--- src/rtl/fns_equiv_pkg.sv ---
// Shared definitions for the fns equivalence sequencer: FSM state encoding,
// the four-valued 2-bit code points and width helpers.
package fns_equiv_pkg;

    typedef enum logic [2:0] {
        ST_IDLE    = 3'd0,
        ST_WAIT    = 3'd1,
        ST_COMPARE = 3'd2,
        ST_REPORT  = 3'd3,
        ST_DONE    = 3'd4
    } state_e;

    // Four-valued signal codes as they appear on in_code/spec_code/impl_code.
    localparam logic [1:0] L0 = 2'b00;
    localparam logic [1:0] L1 = 2'b01;
    localparam logic [1:0] LX = 2'b10;
    localparam logic [1:0] LZ = 2'b11;

    // Bits needed to hold the values 0..n inclusive.
    function automatic int cnt_w(input int n);
        return $clog2(n + 1);
    endfunction

    // Width of a code vector covering nbits four-valued signals.
    function automatic int code_w(input int nbits);
        return 2 * nbits;
    endfunction

endpackage

--- src/rtl/fns_equiv_sequencer_grp_compare.sv ---
// One output-port comparator: flags any difference between the spec and impl
// codes of a single GRP_W-bit port.
module fns_grp_compare
    import fns_equiv_pkg::*;
#(
    parameter int GRP_W = 4
) (
    input  logic [2*GRP_W-1:0] spec_grp,
    input  logic [2*GRP_W-1:0] impl_grp,
    output logic               mismatch
);

    // The codes are plain binary, so ordinary inequality already keeps LX and
    // LZ apart; this is the case-inequality of the four-valued signals.
    always_comb begin
        mismatch = (spec_grp != impl_grp);
    end

endmodule

--- src/rtl/fns_equiv_sequencer.sv ---
// Walks a spec/impl block pair through every four-valued input pattern,
// holds each pattern for SETTLE cycles, compares the outputs port by port,
// streams one result per pattern and keeps a run summary.
//
// state   | meaning
// --------+------------------------------------------------------------
// IDLE    | no run; outputs quiet, waiting for start
// WAIT    | pattern applied on in_code, settle down-counter running
// COMPARE | spec/impl sampled, per-port mismatch and summary updated
// REPORT  | res_valid high until the logger accepts the result
// DONE    | run complete; summary held until the next start
module fns_equiv_sequencer
    import fns_equiv_pkg::*;
#(
    parameter int NBITS  = 4,
    parameter int GRP_W  = 4,
    parameter int NGRP   = 6,
    parameter int SETTLE = 10,
    localparam int NPAT  = 1 << (2 * NBITS),
    localparam int NOUT  = GRP_W * NGRP,
    localparam int PAT_W = code_w(NBITS),
    localparam int CNT_W = cnt_w(NPAT)
) (
    input  logic               clk,
    input  logic               reset,
    input  logic               start,
    input  logic               abort,
    output logic [PAT_W-1:0]   in_code,
    input  logic [2*NOUT-1:0]  spec_code,
    input  logic [2*NOUT-1:0]  impl_code,
    output logic               res_valid,
    input  logic               res_ready,
    output logic [PAT_W-1:0]   res_pat,
    output logic [NGRP-1:0]    res_grp_fail,
    output logic               busy,
    output logic               done,
    output logic               pass,
    output logic [CNT_W-1:0]   mismatch_count,
    output logic               first_fail_valid,
    output logic [PAT_W-1:0]   first_fail_pat,
    output logic [NGRP-1:0]    fail_mask
);

    localparam logic [2:0] S_IDLE    = ST_IDLE;
    localparam logic [2:0] S_WAIT    = ST_WAIT;
    localparam logic [2:0] S_COMPARE = ST_COMPARE;
    localparam logic [2:0] S_REPORT  = ST_REPORT;
    localparam logic [2:0] S_DONE    = ST_DONE;

    localparam logic [7:0]       SETTLE_LD = 8'(SETTLE - 1);
    localparam logic [PAT_W-1:0] PAT_LAST  = PAT_W'(NPAT - 1);
    localparam logic [CNT_W-1:0] MM_MAX    = CNT_W'(NPAT);

    logic [2:0]       state;
    logic [PAT_W-1:0] pat_cnt;
    logic [7:0]       settle_cnt;
    logic [NGRP-1:0]  grp_fail;
    logic [NGRP-1:0]  grp_fail_q;
    logic [CNT_W-1:0] mm_cnt;
    logic             ff_valid;
    logic [PAT_W-1:0] ff_pat;
    logic [NGRP-1:0]  mask_q;

    // Group g covers output port o(NGRP-g), so o1 lands on the MSB.
    for (genvar g = 0; g < NGRP; g++) begin : g_cmp
        fns_grp_compare #(.GRP_W(GRP_W)) u_cmp (
            .spec_grp (spec_code[2*GRP_W*g +: 2*GRP_W]),
            .impl_grp (impl_code[2*GRP_W*g +: 2*GRP_W]),
            .mismatch (grp_fail[g])
        );
    end

    // Sequencer FSM, settle down-counter, pattern counter and run summary.
    always_ff @(posedge clk) begin
        if (reset || abort) begin
            state      <= S_IDLE;
            pat_cnt    <= '0;
            settle_cnt <= '0;
            grp_fail_q <= '0;
            mm_cnt     <= '0;
            ff_valid   <= 1'b0;
            ff_pat     <= '0;
            mask_q     <= '0;
        end else begin
            case (state)
                S_IDLE, S_DONE: begin
                    if (start) begin
                        state      <= S_WAIT;
                        pat_cnt    <= '0;
                        settle_cnt <= SETTLE_LD;
                        grp_fail_q <= '0;
                        mm_cnt     <= '0;
                        ff_valid   <= 1'b0;
                        ff_pat     <= '0;
                        mask_q     <= '0;
                    end
                end
                S_WAIT: begin
                    if (settle_cnt == 8'd0) begin
                        state <= S_COMPARE;
                    end else begin
                        settle_cnt <= settle_cnt - 8'd1;
                    end
                end
                S_COMPARE: begin
                    grp_fail_q <= grp_fail;
                    mask_q     <= mask_q | grp_fail;
                    if (|grp_fail) begin
                        if (mm_cnt != MM_MAX) begin
                            mm_cnt <= mm_cnt + CNT_W'(1);
                        end
                        if (!ff_valid) begin
                            ff_valid <= 1'b1;
                            ff_pat   <= pat_cnt;
                        end
                    end
                    state <= S_REPORT;
                end
                S_REPORT: begin
                    if (res_ready) begin
                        if (pat_cnt == PAT_LAST) begin
                            state <= S_DONE;
                        end else begin
                            pat_cnt    <= pat_cnt + PAT_W'(1);
                            settle_cnt <= SETTLE_LD;
                            state      <= S_WAIT;
                        end
                    end
                end
                default: begin
                    state <= S_IDLE;
                end
            endcase
        end
    end

    // Status and result outputs decoded from the registered state.
    always_comb begin
        in_code          = pat_cnt;
        res_pat          = pat_cnt;
        res_grp_fail     = grp_fail_q;
        res_valid        = (state == S_REPORT);
        busy             = (state == S_WAIT) || (state == S_COMPARE) || (state == S_REPORT);
        done             = (state == S_DONE);
        pass             = (state == S_DONE) && (mm_cnt == '0);
        mismatch_count   = mm_cnt;
        first_fail_valid = ff_valid;
        first_fail_pat   = ff_pat;
        fail_mask        = mask_q;
    end

endmodule

--- config.mk ---
export PLATFORM = sky130hd
export DESIGN_NAME = fns_equiv_sequencer
export DESIGN_NICKNAME = d
export VERILOG_FILES = /design/src/rtl/fns_equiv_pkg.sv /design/src/rtl/fns_equiv_sequencer_grp_compare.sv /design/src/rtl/fns_equiv_sequencer.sv
export SDC_FILE = /design/constraint.sdc
export NUM_CORES = 1
export LEC_CHECK = 0
export BUFFER_PORTS_ARGS = -buffer_cell sky130_fd_sc_hd__buf_2
export CORE_MARGIN = 2
export CORE_UTILIZATION = 49
export CTS_BUF_LIST = sky130_fd_sc_hd__clkbuf_16
export DETAILED_ROUTE_END_ITERATION = 16
export GPL_ROUTABILITY_DRIVEN = 0
export GPL_TIMING_DRIVEN = 0
export PLACE_DENSITY = 0.86
export SETUP_SLACK_MARGIN = 0.05
export SYNTH_ARGS = -nofsm -noshare
export SYNTH_HDL_FRONTEND = slang
export SYNTH_SLANG_ARGS = --single-unit
--- constraint.sdc ---
create_clock -name clk -period 4.85 [get_ports clk]
set_clock_uncertainty 0.2 [all_clocks]
set_input_delay 0.485 -clock clk [delete_from_list [all_inputs] [get_ports clk]]
set_output_delay 0.485 -clock clk [all_outputs]
set_load 0.03 [all_outputs]
==> results of run 1 <==
## sequential cells by signal, summed over array words and instances (netlist names)
signal / count
fail_mask: 6
first_fail_pat: 8
first_fail_valid: 1
in_code: 8
mismatch_count: 9
res_grp_fail: 6
settle_cnt: 8
state: 3
## synthesized netlist by cell type, types with 4 or more instances
master | instances | area share
dfxtp_1 | 49 | 0.34
ha_1 | 5 | 0.021
nor3_1 | 4 | 0.0069
nand4_1 | 9 | 0.019
a21o_1 | 4 | 0.010
a21oi_1 | 16 | 0.027
buf_4 | 9 | 0.023
nand2_1 | 36 | 0.046
xor2_1 | 59 | 0.18
nand3_1 | 22 | 0.038
clkbuf_1 | 6 | 0.0077
mux2i_1 | 10 | 0.034
nor4_1 | 13 | 0.028
inv_1 | 5 | 0.0064
a211oi_1 | 5 | 0.013
nor2_1 | 23 | 0.030
## cell usage in the layout, fill, tap and decap left out, types with 9 or more instances in the layout
master / count
a21oi_1: 16
nor4_1: 13
buf_2: 152
nand2_1: 36
mux2i_1: 10
dfxtp_1: 49
nor2_1: 23
xor2_1: 59
nand4_1: 9
buf_4: 9
nand3_1: 22
## path summary, 6_finish.rpt
kind / endpoint / cells past startpoint / slack (ns)
setup / recovery: pass / 5 / 2.29
hold / removal: fail_mask[5]$_SDFFE_PP0P_ / 2 / 0.25
setup reg to reg: settle_cnt[4]$_SDFFE_PP0P_ / 6 / 2.60
hold reg to reg: fail_mask[5]$_SDFFE_PP0P_ / 2 / 0.25
## through the flow
| stage | hold WS, ns | util | area (um2) | cells | power, mW |
|---|---|---|---|---|---|
| after floorplan | 0.260 | - | 2920 | 336 | 0.520 |
| after global placement | 0.240 | 0.643 | 3760 | 561 | 0.585 |
| after detailed placement | 0.243 | 0.643 | 3760 | 561 | 0.591 |
| after CTS | 0.251 | 0.668 | 3910 | 569 | 0.920 |
| after global routing | 0.270 | 0.668 | 3910 | 569 | 0.958 |
| final | 0.252 | 0.668 | 3910 | 569 | 0.919 |
## layout make-up
type                       instances  share of cell area
tap                               75              0.0240
clock buffer                       5              0.0320
inverter                           5             0.00480
buffer                            19              0.0295
sequential                        49               0.251
clock inverter                     3             0.00448
multi-input combinational        263               0.462
timing repair buffer             150               0.192
## power groups by stage
stage,Sequential (mW),Clock [mW],Combinational [mW]
floorplan,0.425,0,0.0948
finish,0.415,0.336,0.168
global placement,0.424,0,0.162
global route,0.416,0.357,0.186
detailed placement,0.424,0,0.167
CTS,0.415,0.337,0.168
## kinds of logic after synthesis
| logic type | share of synthesized area |
|---|---|
| adder cells (fa/ha/maj) | 0.0214 |
| AND/OR/NAND/NOR | 0.252 |
| buffers and inverters | 0.0458 |
| AO/OA/AOI/OAI | 0.125 |
| XOR/XNOR | 0.186 |
| multiplexers | 0.0343 |
| flip-flops | 0.336 |
## routing by layer
layer / wire length [um] / up-vias / GRT usage
li1: - / 1497 / -
met1: 3390 / 1410 / 0.313
met2: 4060 / 95 / 0.447
met3: 398 / 9 / 0.0456
met4: 91 / 0 / 0.0695
met5: 0 / - / 0
## critical path, cell delays in order (launching register included)
cell and delay, ns:
dfxtp_1 0.35, inv_1 0.11, ha_1 0.15, nor4b_1 0.52
and4b_1 0.28, buf_2 0.20
==> reports/qor.yml, run 1 <==
clockPowerShare: 0.366
wl_per_cell_um: 14.0
vdd_drop_max_mv: 0.195
hold_viol: 0
status: "complete, no violations"
worstMarginPinSlew_ns: 0.635
io_buffers: 150
grt_pass1_wl_um: 13100
cts_root_buf: "clkbuf_16"
synth-edff-count: 0
arrival_ns: 1.88
cts_max_level: 2
p_per_area_nw_per_um2: 235
start_kind: "flip-flop"
initial_utilization: 0.499
worstHoldStart: "fail_mask[5]$_SDFFE_PP0P_"
period_share: 0.528
synth_fp_nets: 442
cts_tree: "built"
synth_seq_cells: 49
pin_count: 151
ant_nets: 0
worstPathRequired_ns: 4.16
hold_class: "reg2reg"
crit_type: "reg2out"
clk_latency_ns: 0.29
setup_tns_ns: 0
die_area_um2: 6590
seqCellArea_um2: 981
row_count: 28
die_y_um: 81.2
synth.distinct_cells: 59
cts_resized: 0
place_hpwl_um: 6300
clockBufferDepth: 2
grt_usage: 0.252
netSwitchingPower_uw: 244
synth.yosys.seq_area_share: 0.336
core_area_um2: 5850
cts_hold_buffers: 0
pwr-share-seq: 0.452
crit_fanout: 5
die_w_um: 81.2
antenna_found_initial: 0
nets: 599
p_leak_nw: 1.90
fmax_mhz: 390
endpoint_kind: "output pin"
drc_errors: 0
netlist_area_um2: 2920
layout-drive-gt1-share: 0.372
cts_setup_buffers: 0
via_count: 3011
dr.pass1.iters: 4
fillers: 480
grt_setup_unrepaired: "false"
clock-sinks: 49
cap_violations: 0
r2r_start: "in_code[0]$_SDFFE_PP0P_"
viasPerCell: 5.29
avgSynthCellArea_um2: 8.69
switching_share: 0.265
grt_pass1_vias: 2953
pre_cts_ws_ns: 2.07
synth_cells: 336
period_needed_ns: 2.56
multi_input_area_um2: 1810
startpoint: "mismatch_count[0]$_SDFFE_PP0P_"
worst_slack_ns: 2.29
slew-limit-headroom: 0.571
ys_warn_count: 0
pwr-share-comb: 0.183
grt_max_degree: 16
ys_dominant_reg_cell: "dfxtp_1"
grt_overflow: 0
power.internal_uw: 675
diodes: 0
drtIter0Drc: 177
syn_to_final_growth_pct: 33.8
numCtsBuffers: 5
finalSetupViolations: 0
clk_pin_slew_ns: 0.06
wirelength_um: 7940
async_flop_share: 0
slew_viol_final: 0
(Power assumes the default switching activity.)
==> inputs of run 2 (changes only) <==
--- a/config.mk
+++ b/config.mk
@@ -7,12 +7,12 @@
 export LEC_CHECK = 0
 export BUFFER_PORTS_ARGS = -buffer_cell sky130_fd_sc_hd__buf_2
 export CORE_MARGIN = 2
-export CORE_UTILIZATION = 49
+export CORE_UTILIZATION = 46
 export CTS_BUF_LIST = sky130_fd_sc_hd__clkbuf_16
 export DETAILED_ROUTE_END_ITERATION = 16
 export GPL_ROUTABILITY_DRIVEN = 0
 export GPL_TIMING_DRIVEN = 0
-export PLACE_DENSITY = 0.86
+export PLACE_DENSITY = 0.81
 export SETUP_SLACK_MARGIN = 0.05
 export SYNTH_ARGS = -nofsm -noshare
 export SYNTH_HDL_FRONTEND = slang
==> constraint.sdc (replaced) <==
create_clock -name clk -period 2.5 [get_ports clk]
set_clock_uncertainty 0.2 [all_clocks]
set_input_delay 0.25 -clock clk [delete_from_list [all_inputs] [get_ports clk]]
set_output_delay 0.25 -clock clk [all_outputs]
set_load 0.03 [all_outputs]
==> reports/qor.yml, run 2 (same netlist as run 1, synthesis figures left out) <==
status: "complete, no violations"  # unchanged
p_per_area_nw_per_um2: 473  # was 235 nW/um2
viasPerCell: 5.29  # about the same
clockBufferDepth: 2  # unchanged
layout-drive-gt1-share: 0.375  # was 0.372
period_share: 0.899
drtIter0Drc: 118  # was 177
io_buffers: 150  # unchanged
die_w_um: 83.7  # was 81.2 um
numCtsBuffers: 5  # unchanged
finalSetupViolations: 0  # unchanged
dr.pass1.iters: 5  # was 4
initial_utilization: 0.468  # was 0.499
seqCellArea_um2: 981  # unchanged
vdd_drop_max_mv: 0.361  # was 0.195 mV
cap_violations: 0  # unchanged
grt_overflow: 0  # unchanged
grt_pass1_vias: 2834  # was 2953
start_kind: "flip-flop"  # unchanged
ant_nets: 0  # unchanged
grt_pass1_wl_um: 12900  # was 13100 um
slew-limit-headroom: 0.631  # was 0.571
pin_count: 151  # unchanged
die_y_um: 83.7  # was 81.2 um
drc_errors: 0  # unchanged
clk_pin_slew_ns: 0.06  # about the same
worstPathRequired_ns: 2.52  # was 4.16 ns
grt_setup_unrepaired: "false"  # unchanged
clock-sinks: 49  # unchanged
cts_max_level: 2  # unchanged
hold_viol: 0  # unchanged
period_needed_ns: 2.25
largest_reg_flops: 9  # unchanged
endpoint_kind: "flip-flop"  # was output pin
via_count: 3017  # was 3011
crit_fanout: 8  # was 5
whs_ns: 0.121  # was 0.252 ns
place_hpwl_um: 6330  # was 6300 um
fillers: 540  # was 480
grt_usage: 0.222  # was 0.252
cts_root_buf: "clkbuf_16"  # unchanged
final_cell_mix: "buf_2 (152), xor2_1 (59), dfxtp_1 (49)"  # unchanged
wirelength_um: 7820  # was 7940 um
cts_tree: "built"  # unchanged
row_count: 29  # was 28
clk_latency_ns: 0.29  # about the same
dp.cells: 563  # was 561
worstMarginPinSlew_ns: 0.552  # was 0.635 ns
multi_input_area_um2: 1820  # was 1810 um2
antenna_found_initial: 0  # unchanged
diodes: 0  # unchanged
p_leak_nw: 1.93  # was 1.90 nW
syn_to_final_growth_pct: 35.1  # was 33.8%
final_cells: 570  # was 569
grt_max_degree: 15  # was 16
nets: 599  # unchanged
slew_viol_final: 0  # unchanged
die_area_um2: 7000  # was 6590 um2
final_common_cell: "buf_2"  # unchanged
fmax_mhz: 445
cts_setup_buffers: 0  # unchanged
wl_per_cell_um: 13.7  # was 14.0 um
arrival_ns: 2.26  # was 1.88 ns
crit_type: "reg2reg"  # was reg2out
core_area_um2: 6240  # was 5850 um2
hold_class: "in2reg"  # was reg2reg
[run 2: changes by cell type in the layout (fill, tap and decap cells not counted), sizes merged]
cell,before,now
clkinv,2,1
bufinv,0,1
clkinvlp,1,0
[run 2: report_power, final]
part	internal [mW]	switching, mW	leakage, nW	total, mW
Sequential	0.792	0.0133	0.396	0.805
Combinational	0.152	0.174	1.46	0.325
Clock	0.464	0.272	0.0797	0.736
[run 2: worst paths after layout]
kind                            cells after the start                    endpoint  slack, ns                      start
worst max-delay path                                6  settle_cnt[4]$_SDFFE_PP0P_       0.25    in_code[0]$_SDFFE_PP0P_
worst min-delay path                                2       state[0]$_SDFFE_PP0P_       0.12                      start
worst max register to register                      6  settle_cnt[4]$_SDFFE_PP0P_       0.25    in_code[0]$_SDFFE_PP0P_
worst min register to register                      2   fail_mask[2]$_SDFFE_PP0P_       0.25  fail_mask[2]$_SDFFE_PP0P_
[run 2: layout make-up]
| type | count | share of cell area |
|---|---|---|
| Multi-Input combinational cell | 263 | 0.462 |
| Sequential cell | 49 | 0.249 |
| Timing Repair Buffer | 150 | 0.190 |
| Clock buffer | 5 | 0.0317 |
| Buffer | 19 | 0.0292 |
| Tap cell | 77 | 0.0244 |
| Clock inverter | 2 | 0.00888 |
| Inverter | 5 | 0.00476 |
[run 2: through the flow]
| step | instance area, um2 | util | setup slack (ns) | TNS, ns | power, mW |
|---|---|---|---|---|---|
| after floorplan | 2920 | - | 0.328 | 0 | 1.01 |
| after global placement | 3770 | 0.604 | 0.0176 | 0 | 1.14 |
| after detailed placement | 3770 | 0.604 | -0.103 | -0.726 | 1.15 |
| after CTS | 3930 | 0.629 | 0.156 | 0 | 1.88 |
| after global routing | 3950 | 0.632 | 0.102 | 0 | 1.95 |
| final | 3950 | 0.632 | 0.252 | 0 | 1.87 |
[run 2: timing repair]
action                                 in CTS  in global routing
setup endpoints to repair                   0                  9
endpoints found under the hold margin       0                  0
hold buffers                                0                  0
resized for setup                           0                  3
[run 2: layer usage]
metal  vias up  track usage  part of all wire
met5         -            0                 0
met1      1401        0.285              0.42
met2       108        0.381              0.51
met3        14       0.0376             0.054
li1       1494            -                 -
met4         0       0.0689             0.020
[run 2: critical path: stages (launching register included)]
cell and delay, ns:
dfxtp_1 0.40, ha_1 0.30, a41o_1 0.30, a31oi_4 0.30, nand2_2 0.12, or4_1 0.40, a21oi_1 0.15
==> inputs of run 3 (changes only) <==
--- a/config.mk
+++ b/config.mk
@@ -6,13 +6,15 @@
 export NUM_CORES = 1
 export LEC_CHECK = 0
 export BUFFER_PORTS_ARGS = -buffer_cell sky130_fd_sc_hd__buf_2
+export CELL_PAD_IN_SITES_DETAIL_PLACEMENT = 1
+export CELL_PAD_IN_SITES_GLOBAL_PLACEMENT = 1
 export CORE_MARGIN = 2
-export CORE_UTILIZATION = 46
+export CORE_UTILIZATION = 32
 export CTS_BUF_LIST = sky130_fd_sc_hd__clkbuf_16
 export DETAILED_ROUTE_END_ITERATION = 16
 export GPL_ROUTABILITY_DRIVEN = 0
 export GPL_TIMING_DRIVEN = 0
-export PLACE_DENSITY = 0.81
+export PLACE_DENSITY_LB_ADDON = 0.1
 export SETUP_SLACK_MARGIN = 0.05
 export SYNTH_ARGS = -nofsm -noshare
 export SYNTH_HDL_FRONTEND = slang
==> reports/qor.yml, run 3 (same netlist as run 1, synthesis figures left out) <==
diodes: 0  # unchanged
status: "complete, no violations"  # unchanged
io_buffers: 150  # unchanged
numCtsBuffers: 5  # unchanged
initial_utilization: 0.332  # was 0.468
hold_class: "in2reg"  # unchanged
dr.pass1.iters: 4  # was 5
fin_util: 0.452  # was 0.632
r2r_start: "in_code[0]$_SDFFE_PP0P_"  # unchanged
core_area_um2: 8810  # was 6240 um2
cts_hold_buffers: 0  # unchanged
period_share: 0.890  # was 0.899
row_count: 34  # was 29
grt_pass1_wl_um: 14400  # was 12900 um
nets: 599  # unchanged
clock-sinks: 49  # unchanged
grt_overflow: 0  # unchanged
endpoint_kind: "flip-flop"  # unchanged
slew_viol_final: 0  # unchanged
fmax_mhz: 449  # was 445 MHz
drc_errors: 0  # unchanged
grt_setup_unrepaired: "false"  # unchanged
vdd_drop_max_mv: 0.215  # was 0.361 mV
worst_slack_ns: 0.275  # was 0.252 ns
place_hpwl_um: 7010  # was 6330 um
power_mw: 1.89  # was 1.87 mW
wirelength_um: 8680  # was 7820 um
drtIter0Drc: 44  # was 118
final_common_cell: "buf_2"  # unchanged
hold_viol: 0  # unchanged
cts_tree: "built"  # unchanged
reg2regPathDepth: 6  # unchanged
fillers: 1100  # was 540
grt_max_degree: 15  # unchanged
clk_latency_ns: 0.29  # about the same
antenna_found_initial: 0  # unchanged
grt_usage: 0.178  # was 0.222
die_y_um: 99.5  # was 83.7 um
final_cell_mix: "buf_2 (152), xor2_1 (59), dfxtp_1 (49)"  # unchanged
cap_violations: 0  # unchanged
p_leak_nw: 1.94  # was 1.93 nW
pin_count: 151  # unchanged
slew-limit-headroom: 0.617  # was 0.631
arrival_ns: 2.24  # was 2.26 ns
syn_to_final_growth_pct: 36.3  # was 35.1%
clk_pin_slew_ns: 0.07  # was 0.06 ns
cp_slowest_stage_delay_ns: 0.40  # about the same
die_w_um: 99.5  # was 83.7 um
layout-drive-gt1-share: 0.370  # was 0.375
multi_input_area_um2: 1820  # about the same
largest_reg_flops: 9  # unchanged
min_path_cells: 2  # unchanged
viasPerCell: 4.94  # was 5.29
cts_root_buf: "clkbuf_16"  # unchanged
cts_max_level: 2  # unchanged
finalSetupViolations: 0  # unchanged
die_area_um2: 9910  # was 7000 um2
seqCellArea_um2: 981  # unchanged
p_per_area_nw_per_um2: 474  # was 473 nW/um2
clockBufferDepth: 2  # unchanged
crit_fanout: 8  # unchanged
ant_nets: 0  # unchanged
startpoint: "in_code[0]$_SDFFE_PP0P_"  # unchanged
worstMarginPinSlew_ns: 0.572  # was 0.552 ns
worstPathRequired_ns: 2.52  # about the same
period_needed_ns: 2.22  # was 2.25 ns
worstHoldStart: "start"  # unchanged
cp_slowest_cell: "dfxtp_1"  # unchanged
wl_per_cell_um: 14.4  # was 13.7 um
grt_pass1_vias: 3098  # was 2834
pre_cts_ws_ns: -0.191  # was -0.103 ns
start_kind: "flip-flop"  # unchanged
crit_type: "reg2reg"  # unchanged
cp_cell_sequence: "ha_1, a41o_1, a31oi_4, nand2_2, or4_1, a21oi_1"  # unchanged
via_count: 2976  # was 3017
## run 3: cell types whose count changed in the layout (fill, tap and decap cells not counted), sizes merged
cell / before / now
inv: 5 / 6
## run 3: final cells by class
class                      count  share of cell area
timing repair buffer         150               0.189
inverter                       5             0.00471
clock inverter                 3             0.00943
buffer                        19              0.0289
clock buffer                   5              0.0314
tap                          108              0.0339
sequential                    49               0.246
multi-input combinational    263               0.457
## run 3: timing repair
action,CTS,global route
resized for setup,0,2
setup buffers,0,0
setup endpoints to repair,0,11
## run 3: critical path, delay by kind of cell (launching register included)
family,cells,cell delay (ns)
AO/OA/AOI/OAI,3,0.75
adder cells (fa/ha/maj),1,0.31
flip-flops,1,0.40
AND/OR/NAND/NOR,2,0.51
## run 3: final timing paths
path | endpoint | slack (ns)
max reg2reg | settle_cnt[4]$_SDFFE_PP0P_ | 0.28
max | settle_cnt[4]$_SDFFE_PP0P_ | 0.28
min | state[0]$_SDFFE_PP0P_ | 0.11
min reg2reg | res_grp_fail[0]$_SDFFE_PP0P_ | 0.25
## run 3: routing by layer
metal	track usage	vias to the layer above	wire length [um]
met2	0.322	92	4420
met3	0.0344	6	487
met5	0	-	0
met4	0.0443	0	75
met1	0.217	1383	3710
li1	-	1495	-
## run 3: report_power, final
| group | internal, mW | total (mW) | switching [mW] |
|---|---|---|---|
| combinational | 0.151 | 0.323 | 0.172 |
| clock | 0.466 | 0.759 | 0.294 |
| sequential | 0.792 | 0.805 | 0.0133 |
| total | 1.41 | 1.89 | 0.479 |
## run 3: per-stage QoR
| step | std cells | cell area [um2] | TNS, ns | hold WS (ns) |
|---|---|---|---|---|
| finish | 602 | 3980 | 0 | 0.114 |
| global route | 602 | 3980 | 0 | 0.111 |
| CTS | 602 | 3970 | 0 | 0.110 |
| detailed placement | 594 | 3810 | -1.73 | 0.245 |
| global placement | 594 | 3810 | -0.574 | 0.240 |
| floorplan | 336 | 2920 | 0 | 0.243 |
